===== src/rtl/dcache_pkg.sv =====
// Shared definitions for the L1 data cache controller: FSM state encoding,
// line geometry and address field offsets.
package dcache_pkg;

  // Controller states: lookup, write-back of a dirty victim, refill, and one
  // settle cycle before the re-lookup.
  typedef enum logic [1:0] {
    IDLE = 2'd0,
    WB   = 2'd1,
    RD   = 2'd2,
    DONE = 2'd3
  } state_t;

  // Line geometry: 8 x 32-bit words per 32-byte line.
  localparam int LINE_W     = 256;
  localparam int WORD_W     = 32;
  localparam int WORD_SEL_W = 3;

  // Byte-address field offsets: word select starts at bit 2, index at bit 5.
  localparam int WORD_LSB = 2;
  localparam int IDX_LSB  = 5;

  // Extract one 32-bit word from a line.
  function automatic logic [WORD_W-1:0] line_word(input logic [LINE_W-1:0]     line,
                                                  input logic [WORD_SEL_W-1:0] sel);
    return line[{sel, 5'b0} +: WORD_W];
  endfunction

endpackage


===== src/rtl/dcache_sram.sv =====
// Storage for the direct-mapped cache: valid/dirty bits (async reset),
// tag and data arrays (no reset). One async read port addressed by index,
// one sync write port that either fills a whole line (refill) or updates a
// single word (store hit).
module dcache_sram
  import dcache_pkg::*;
#(
  parameter int NUM_LINES = 16,
  parameter int IDX_W     = $clog2(NUM_LINES),
  parameter int TAG_W     = 23
) (
  input  logic                  clk_i,
  input  logic                  rst_i,
  input  logic [IDX_W-1:0]      idx_i,
  output logic                  valid_o,
  output logic                  dirty_o,
  output logic [TAG_W-1:0]      tag_o,
  output logic [LINE_W-1:0]     line_o,
  input  logic                  line_we_i,
  input  logic [TAG_W-1:0]      line_tag_i,
  input  logic [LINE_W-1:0]     line_data_i,
  input  logic                  word_we_i,
  input  logic [WORD_SEL_W-1:0] word_sel_i,
  input  logic [WORD_W-1:0]     word_data_i
);

  logic [NUM_LINES-1:0] valid_q;
  logic [NUM_LINES-1:0] dirty_q;
  logic [TAG_W-1:0]     tag_mem  [NUM_LINES];
  logic [LINE_W-1:0]    data_mem [NUM_LINES];

  // Asynchronous read of the indexed line.
  always_comb begin
    valid_o = valid_q[idx_i];
    dirty_o = dirty_q[idx_i];
    tag_o   = tag_mem[idx_i];
    line_o  = data_mem[idx_i];
  end

  // Line state: a refill makes the line valid and clean, a store marks it dirty.
  always_ff @(posedge clk_i or posedge rst_i) begin
    if (rst_i) begin
      valid_q <= '0;
      dirty_q <= '0;
    end else if (line_we_i) begin
      valid_q[idx_i] <= 1'b1;
      dirty_q[idx_i] <= 1'b0;
    end else if (word_we_i) begin
      dirty_q[idx_i] <= 1'b1;
    end
  end

  // Tag and data arrays: full-line refill or single-word store.
  always_ff @(posedge clk_i) begin
    if (line_we_i) begin
      tag_mem[idx_i]  <= line_tag_i;
      data_mem[idx_i] <= line_data_i;
    end else if (word_we_i) begin
      data_mem[idx_i][{word_sel_i, 5'b0} +: WORD_W] <= word_data_i;
    end
  end

endmodule


===== src/rtl/dcache_ctrl.sv =====
// Direct-mapped, write-back, write-allocate L1 data cache controller for the
// MEM stage. Stalls the pipeline while a dirty victim is written back and the
// missing line is refilled over a req/ack memory interface.
// Optional build macro DCACHE_STATS_EN adds saturating hit/miss counters
// (hit_cnt_o, miss_cnt_o).
//
// Memory handshake: mem_req_o together with mem_we_o, mem_addr_o and
// mem_data_o stays asserted and stable from the first request cycle up to and
// including the cycle in which mem_ack_i is sampled high; the transfer
// completes on that edge and the request drops (or moves on to the refill)
// in the following cycle. mem_ack_i is ignored whenever mem_req_o is low.
module dcache_ctrl
  import dcache_pkg::*;
#(
  parameter int NUM_LINES = 16,
  parameter int ADDR_W    = 32
) (
  input  logic              clk_i,
  input  logic              rst_i,
  input  logic              cpu_req_i,
  input  logic              cpu_we_i,
  input  logic [ADDR_W-1:0] cpu_addr_i,
  input  logic [WORD_W-1:0] cpu_data_i,
  output logic [WORD_W-1:0] cpu_data_o,
  output logic              cpu_stall_o,
  output logic              mem_req_o,
  output logic              mem_we_o,
  output logic [ADDR_W-1:0] mem_addr_o,
  output logic [LINE_W-1:0] mem_data_o,
  input  logic [LINE_W-1:0] mem_data_i,
  input  logic              mem_ack_i
`ifdef DCACHE_STATS_EN
  ,
  output logic [31:0]       hit_cnt_o,
  output logic [31:0]       miss_cnt_o
`endif
);

  localparam int IDX_W = $clog2(NUM_LINES);
  localparam int TAG_W = ADDR_W - IDX_LSB - IDX_W;

  state_t state;
  state_t state_next;

  logic [WORD_SEL_W-1:0] word;
  logic [IDX_W-1:0]      idx;
  logic [TAG_W-1:0]      tag;

  logic                  line_valid;
  logic                  line_dirty;
  logic [TAG_W-1:0]      line_tag;
  logic [LINE_W-1:0]     line_data;

  logic                  hit;
  logic                  line_we;
  logic                  word_we;

  // Byte offset bits are always zero for word-aligned accesses.
  logic                  unused_addr_lsb;
  assign unused_addr_lsb = ^cpu_addr_i[WORD_LSB-1:0];

  // Address split into word select, index and tag.
  always_comb begin
    word = cpu_addr_i[WORD_LSB +: WORD_SEL_W];
    idx  = cpu_addr_i[IDX_LSB +: IDX_W];
    tag  = cpu_addr_i[ADDR_W-1 -: TAG_W];
  end

  dcache_sram #(
    .NUM_LINES (NUM_LINES),
    .IDX_W     (IDX_W),
    .TAG_W     (TAG_W)
  ) u_sram (
    .clk_i       (clk_i),
    .rst_i       (rst_i),
    .idx_i       (idx),
    .valid_o     (line_valid),
    .dirty_o     (line_dirty),
    .tag_o       (line_tag),
    .line_o      (line_data),
    .line_we_i   (line_we),
    .line_tag_i  (tag),
    .line_data_i (mem_data_i),
    .word_we_i   (word_we),
    .word_sel_i  (word),
    .word_data_i (cpu_data_i)
  );

  // Hit detection, load data mux and stall; lookups only happen in IDLE.
  always_comb begin
    hit         = (state == IDLE) && cpu_req_i && line_valid && (line_tag == tag);
    cpu_data_o  = hit ? line_word(line_data, word) : '0;
    cpu_stall_o = (state != IDLE) || (cpu_req_i && !hit);
  end

  // State register; reset abandons any in-flight memory transfer.
  always_ff @(posedge clk_i or posedge rst_i) begin
    if (rst_i) begin
      state <= IDLE;
    end else begin
      state <= state_next;
    end
  end

  // Next state, memory request and array write enables.
  always_comb begin
    state_next = state;
    mem_req_o  = 1'b0;
    mem_we_o   = 1'b0;
    mem_addr_o = '0;
    mem_data_o = '0;
    line_we    = 1'b0;
    word_we    = 1'b0;
    unique case (state)
      IDLE: begin
        if (cpu_req_i) begin
          if (hit) begin
            word_we = cpu_we_i;
          end else if (line_valid && line_dirty) begin
            state_next = WB;
          end else begin
            state_next = RD;
          end
        end
      end
      WB: begin
        mem_req_o  = 1'b1;
        mem_we_o   = 1'b1;
        mem_addr_o = {line_tag, idx, {IDX_LSB{1'b0}}};
        mem_data_o = line_data;
        if (mem_ack_i) begin
          state_next = RD;
        end
      end
      RD: begin
        mem_req_o  = 1'b1;
        mem_addr_o = {tag, idx, {IDX_LSB{1'b0}}};
        if (mem_ack_i) begin
          line_we    = 1'b1;
          state_next = DONE;
        end
      end
      DONE: begin
        state_next = IDLE;
      end
      default: begin
        state_next = IDLE;
      end
    endcase
  end

`ifdef DCACHE_STATS_EN
  // Set for the IDLE cycle right after a refill, whose re-lookup hit belongs
  // to an access already counted as a miss.
  logic was_done;

  // Saturating per-access hit/miss counters, sampled at the IDLE lookup.
  always_ff @(posedge clk_i or posedge rst_i) begin
    if (rst_i) begin
      hit_cnt_o  <= '0;
      miss_cnt_o <= '0;
      was_done   <= 1'b0;
    end else begin
      was_done <= (state == DONE);
      if ((state == IDLE) && cpu_req_i) begin
        if (hit) begin
          if (!was_done && (hit_cnt_o != 32'hFFFF_FFFF)) begin
            hit_cnt_o <= hit_cnt_o + 32'd1;
          end
        end else if (miss_cnt_o != 32'hFFFF_FFFF) begin
          miss_cnt_o <= miss_cnt_o + 32'd1;
        end
      end
    end
  end
`endif

endmodule


===== config.mk =====
export PLATFORM = sky130hd
export DESIGN_NAME = dcache_ctrl
export DESIGN_NICKNAME = d
export VERILOG_FILES = /design/src/rtl/dcache_pkg.sv /design/src/rtl/dcache_sram.sv /design/src/rtl/dcache_ctrl.sv
export SDC_FILE = /design/constraint.sdc
export NUM_CORES = 2
export LEC_CHECK = 0
export CORE_MARGIN = 4
export CORE_UTILIZATION = 51
export CTS_BUF_LIST = sky130_fd_sc_hd__clkbuf_8
export CTS_CLUSTER_DIAMETER = 60
export DETAILED_ROUTE_END_ITERATION = 16
export MAX_ROUTING_LAYER = met4
export PLACE_DENSITY_LB_ADDON = 0.05
export REMOVE_ABC_BUFFERS = 1
export SLEW_MARGIN = 0
export SYNTH_ARGS = -nofsm -noshare
export SYNTH_HDL_FRONTEND = slang
export SYNTH_MEMORY_MAX_BITS = 65536
export SYNTH_SLANG_ARGS = --single-unit

===== constraint.sdc =====
create_clock -name clk_i -period 9.5 [get_ports clk_i]
set_clock_uncertainty 0.15 [all_clocks]
set_input_delay 1.9 -clock clk_i [delete_from_list [all_inputs] [get_ports clk_i]]
set_output_delay 1.9 -clock clk_i [all_outputs]
set_load 0.1 [all_outputs]

## Word level (Yosys, flattened, before mapping)

Memories as Yosys holds them, arrays and structs flattened.
Index checks and enable logic that the tools add are counted.
Widths: inputs -> output; s select.

| word-level totals | value |
|---|---|
| flip-flop bits (word level) | 34 |
| latch bits | 0 |
| bits in writable memories | 4464 |
| bits in read-only memories | 0 |
| input port bits | 325 |
| memories | 2 |

Memory list:

| memory | words | bits a word | rd ports | clocked after Yosys merged registers in | wr ports | RTL line | RTL |
|---|---|---|---|---|---|---|---|
| u_sram.data_mem | 16 | 256 | 1 | 0 | 1 | dcache_sram.sv:30 | `logic [LINE_W-1:0] data_mem [NUM_LINES];` |
| u_sram.tag_mem | 16 | 23 | 1 | 0 | 1 | dcache_sram.sv:29 | `logic [TAG_W-1:0] tag_mem [NUM_LINES];` |

| operators by class | value |
|---|---|
| $add $sub $neg | 1 |
| multiply operators | 0 |
| div/mod/pow operators | 0 |
| magnitude comparators | 2 |
| eq/ne operators | 8 |
| shifts and indexed selects | 3 |
| muxes and demuxes | 285 |
| bitwise gates (word level) | 260 |
| reduce and logical (&&, ||, !) cells | 13 |

Operators by type and width:

| cell | count |
|---|---|
| $mux 256 | 2 |
| $mux 1 | 270 |
| $or 1x1->1 | 256 |
| $shift 32x10->256 const A | 1 |
| $shiftx 256x9->32 | 1 |
| $shiftx 32x10->256 | 1 |
| $pmux 32 s2 | 1 |
| $mux 16 | 2 |
| $mux 32 | 1 |
| $or 16x16->16 | 2 |
| $eq 23x23->1 | 1 |
| $and 16x16->16 | 1 |
| $not 16->16 | 1 |
| $mux 2 | 5 |
| $neg 8->10 | 1 |
| $bmux 1 s4 | 2 |
| $ne 2x2->1 const B | 4 |
| $pmux 2 s4 | 1 |
| $logic_and 1x1->1 | 6 |
| $lt 4x5->1 const B | 1 |
| $demux 1 s4 | 1 |
| $eq 2x2->1 const B | 2 |
| $ge 4x1->1 const B | 1 |
| $reduce_and 4->1 | 1 |
| other kinds (6) | 7 |

## Longest topological paths before layout

| logic depth | value |
|---|---|
| depth in word-level cells | 11 |
| mapped depth | 16 |
| mapped depth without buffers | 9 |

## Modules after synthesis

From an unflattened synthesis, not the netlist that was laid out.

| unflattened totals | value |
|---|---|
| cell total of the unflattened synthesis | 8278 |
| area, all modules | 177453.9 µm² |

By module, submodules not included:

| module | times used | cells an instance | area each (µm²) |
|---|---|---|---|
| dcache_sram | 1 | 7718 | 172782.0 |
| dcache_ctrl | 1 | 560 | 4672.0 |

## Least setup slack after synthesis

Ideal clock, no wire load.

| timing | value |
|---|---|
| kind | input-to-output |
| start | in cpu_addr_i[5] |
| end | out cpu_data_o[13] |
| arrival time | 8.944 ns |
| path slack | -1.494 ns |
| stages | 11 |
| buffers on the path | 3 |
| path through | buf_2 buf_6 and2_1 buf_2 a22o_1 o211a_1 a311o_1 or4_4 a2111oi_4 nand3_1 a2111oi_0 |

| on the way | value |
|---|---|
| longest elaborated chain between the ends | 5 |
| elaborated cells on any way between the ends | 9 |

RTL lines:

| what | RTL line | RTL |
|---|---|---|
| start: declaration | dcache_ctrl.sv:22 | `input logic [ADDR_W-1:0] cpu_addr_i,` |
| parallel branches: the longest is 4 deep, another holds $mem_v2 16x256 | - |  |
| $mux 32 (*) | dcache_ctrl.sv:92 | `cpu_data_o = hit ? line_word(line_data, word) : '0;` |
| end: declaration | dcache_ctrl.sv:24 | `output logic [WORD_W-1:0] cpu_data_o,` |

Every way passes the cells marked *. The select of a mux whose other input is x is not followed.

## Worst setup path in the final report

| timing | value |
|---|---|
| start | in cpu_addr_i[8] |
| end | out cpu_data_o[27] |

The elaborated chain is that of the path after synthesis.

==> impl_results.md <==
- Status: complete, no violations
- Most used standard cell by instance count after synthesis: sky130_fd_sc_hd__edfxtp_1
- Hold buffer count at CTS: 0
- Start-to-end type of the worst setup path: in2out
- Num rows: 217
- Buffer type at the clock tree root: sky130_fd_sc_hd__clkbuf_8
- Post-synthesis instance total: 8019
- Most common flop cell mapped by yosys: sky130_fd_sc_hd__edfxtp_1
- Maximum fanout along the worst path: 74
- Worst Slack Setup Final: 0.249 ns
- Kind of cell with the highest combined delay on the critical path: compound AO/OA/AOI/OAI gates
- Die H: 601 µm
- First-pass GRT wire length: 779 mm
- Fraction of synthesis flops using an asynchronous set or reset pin: 0.00756
- Nets: 9590
- Number of port buffers: 640
- Number of clock buffers inserted by TritonCTS: 722
- Top cells by instance count after synthesis: sky130_fd_sc_hd__edfxtp_1 (4464), sky130_fd_sc_hd__mux4_2 (1406), sky130_fd_sc_hd__nand2_1 (278)
- Kind of capture point of the worst setup path: primary output
- Leak: 66.7 nW
- Number of nets still failing antenna checks after routing: 0
- Synthesis-stage register bit count: 4498
- Synth Cell Area: 0.179 mm²
- Number of hold violations in the final report: 0
- Hold_ws: 0.319 ns
- Count of non-filler cells in the finished layout: 14500
- Final core area utilization: 0.592
- Final Max Slew Viols: 0
- Post-layout minimum cycle time: 9.25 ns
- Global route total overflow: 0
- Area of placed instances: 0.194 mm²
- Largest voltage drop on the vdd net: 184 µV
- Library cell with the largest summed area after synthesis: sky130_fd_sc_hd__edfxtp_1
- Top-area cell type share of the netlist area: 0.748
- Slowest stage cell, crit path: sky130_fd_sc_hd__a21oi_1
- TritonCTS Sinks: 4498
- Total Die Area: 0.361 mm²
- Clock-pin slew on the worst setup and hold paths: 0.06 ns
- Number of vias per cell: 6.46
- Actual transition at the worst max-transition pin: 1.31 ns
- Unique masters post-synth: 69
- List of cells traversed by the critical path: buf_8 > buf_4 > mux2_1 > o22ai_1 > nor3_1 > a2111oi_0 > a31oi_1 > a2111oi_4 > nand3_2 > buf_4 > a21oi_1 > buf_4 > buf_12
- R2r setup slk: 3.44 ns
- Count of flip-flops with a built-in enable after synthesis: 4464
- Area contributors post-synth: sky130_fd_sc_hd__edfxtp_1 (75%), sky130_fd_sc_hd__mux4_2 (18%), sky130_fd_sc_hd__mux2i_1 (1.5%)
- Postcts setup bufs: 0
- Power density normalized to cell area: 214 mW/mm²
- Clock latency of the later-clocked register in the worst-skew pair: 1.23 ns
- Routed WL: 577 mm
- Sequential element share of the synthesized area: 0.753
- Arr. time, crit path: 7.20 ns
- Overall routing resource usage: 0.326
- Final HPWL from detailed placement: 356 mm
- Area delta synth->final: 15.5%
- Final period util: 0.974
- Worst slew margin: 0.104
- Routed wire length per instance: 39.8 µm
- Setup violations, final: 0
- First-pass iteration count of the detailed router: 5
- Classification of the worst-slack hold path: reg2reg
- Antenna violations before repair: 114
- I/O pin cnt: 648
- Unrepaired setup endpoints after global routing: no
- Routability congestion estimate from global placement: 0.855
- Required time worst endpoint: 7.45 ns
- Width of the die: 601 µm
- Starting Density: 0.512
- Post-Synthesis Mean Instance Area: 22.3 µm²
- Initial detailed-routing violation count: 13300
- Via count of the first global-routing pass: 92600
- FMAX: 0.108 GHz
- Total placed cells including tap cells: 13100
- Worst setup SP type: input port
- Core outline area: 0.350 mm²
- WP buf/inv: 5
- Max-cap violations: 0
- Delay of the slowest cell on the worst path: 0.65 ns
- Fillcell total: 25300
- Pre-CTS setup slack: 0.424 ns
- Total of warnings raised by yosys: 0
- Via count: 93600
- H-tree depth: 6
- Residual DRC: 0
- Post-cts repair resize count: 0
- Clock tree from TritonCTS: done
- Pin count of the biggest net entering global routing: 134
- Maximum buffer depth of the clock tree: 4
- Layout cell share with drive strength beyond 1: 0.327
- Final cell area excluding filler cells: 0.207 mm²
- Most frequent cell on the critical path: sky130_fd_sc_hd__buf_4
## kinds of logic (layout without fill, tap and decap cells)
logic type	Yosys count	in the layout	share of synthesized area
compound gates	317	317	0.0108
mux	1763	1763	0.197
flops	4498	4498	0.753
xor+xnor	20	20	0.000978
simple gates	723	723	0.0212
fa+ha+maj	8	8	0.000559
other cells	1	71	0.0000209
buf+inv	689	2492	0.0164
## area by class of cell
class,instances,area (µm²),share of cell area
Clock buffer,737,10100,0.0490
Inverter,196,741,0.00358
Antenna cell,66,165,0.000798
Timing Repair Buffer,1003,9490,0.0459
Clock inverter,556,2630,0.0127
Multi-Input combinational cell,2836,43100,0.208
Tap cell,4599,5750,0.0278
Sequential cell,4498,135000,0.652
## through the flow
| stage | TNS (ns) | total power [mW] |
|---|---|---|
| 3_3_place_gp | 0 | 29.6 |
| 5_1_grt | 0 | 45.7 |
| 6_report | 0 | 44.3 |
| 4_1_cts | 0 | 44.5 |
| 3_5_place_dp | 0 | 29.6 |
| 2_1_floorplan | -3.67 | 26.7 |
## power breakdown
group | leakage, nW | switching [mW] | internal, mW
sequential | 40.6 | 0.0820 | 22.2
combinational | 18.7 | 5.11 | 1.81
clock | 7.41 | 7.62 | 7.46
total | 66.7 | 12.8 | 31.5
## worst paths after layout
check | from | endpoint | depth (start not counted)
setup / recovery | cpu_addr_i[8] | cpu_data_o[27] | 13
hold / removal | u_sram.valid_q[9] | u_sram.valid_q[9] | 1
setup reg to reg | u_sram.tag_mem[15][22] | u_sram.data_mem[1][169] | 10
hold reg to reg | u_sram.valid_q[9] | u_sram.valid_q[9] | 1
max in group asynchronous | rst_i | async pin | 3
min in group asynchronous | rst_i | u_sram.valid_q[14] | 3
## state kept, by name, summed over array words and instances (netlist names), named ones only
name and count:
state 2, u_sram.data_mem 4096, u_sram.tag_mem 368, u_sram.valid_q 16
## layout by cell type, fill, tap and decap left out, types with 25 or more instances in the layout
cell type / instances
sky130_fd_sc_hd__edfxtp_1: 4464
sky130_fd_sc_hd__mux4_2: 1406
sky130_fd_sc_hd__clkbuf_8: 737
sky130_fd_sc_hd__buf_4: 569
sky130_fd_sc_hd__inv_1: 443
sky130_fd_sc_hd__clkdlybuf4s50_1: 307
sky130_fd_sc_hd__mux2i_1: 269
sky130_fd_sc_hd__and2_1: 266
sky130_fd_sc_hd__nand2_1: 265
sky130_fd_sc_hd__clkinv_1: 202
sky130_fd_sc_hd__a21oi_4: 128
sky130_fd_sc_hd__buf_12: 97
sky130_fd_sc_hd__diode_2: 66
sky130_fd_sc_hd__mux2_2: 61
sky130_fd_sc_hd__clkinv_2: 51
sky130_fd_sc_hd__o21ai_0: 50
sky130_fd_sc_hd__a21oi_1: 34
sky130_fd_sc_hd__dfrtp_1: 34
sky130_fd_sc_hd__nor2b_1: 30
sky130_fd_sc_hd__a22oi_1: 29
sky130_fd_sc_hd__buf_2: 26
sky130_fd_sc_hd__and3_1: 25
## per-layer routing
layer | up-vias | track usage | routed length (µm)
li1 | 36300 | - | -
met1 | 50900 | 0.441 | 216000
met2 | 5653 | 0.484 | 272000
met3 | 840 | 0.0811 | 64400
met4 | 0 | 0.126 | 24900
met5 | - | - | 0
## worst register-to-register path: stages, from the launching register on
cell                        delay (ns)
sky130_fd_sc_hd__edfxtp_1         0.36
sky130_fd_sc_hd__mux4_2           0.49
sky130_fd_sc_hd__mux4_2           0.53
sky130_fd_sc_hd__xnor2_1          0.54
sky130_fd_sc_hd__nand2_1          0.14
sky130_fd_sc_hd__a2111oi_0        0.30
sky130_fd_sc_hd__a21boi_2         0.24
sky130_fd_sc_hd__buf_4            0.36
sky130_fd_sc_hd__nand4_2          0.88
sky130_fd_sc_hd__a21oi_4          1.18
sky130_fd_sc_hd__buf_4            0.53
No activity file was read; power rests on OpenSTA's default activity.
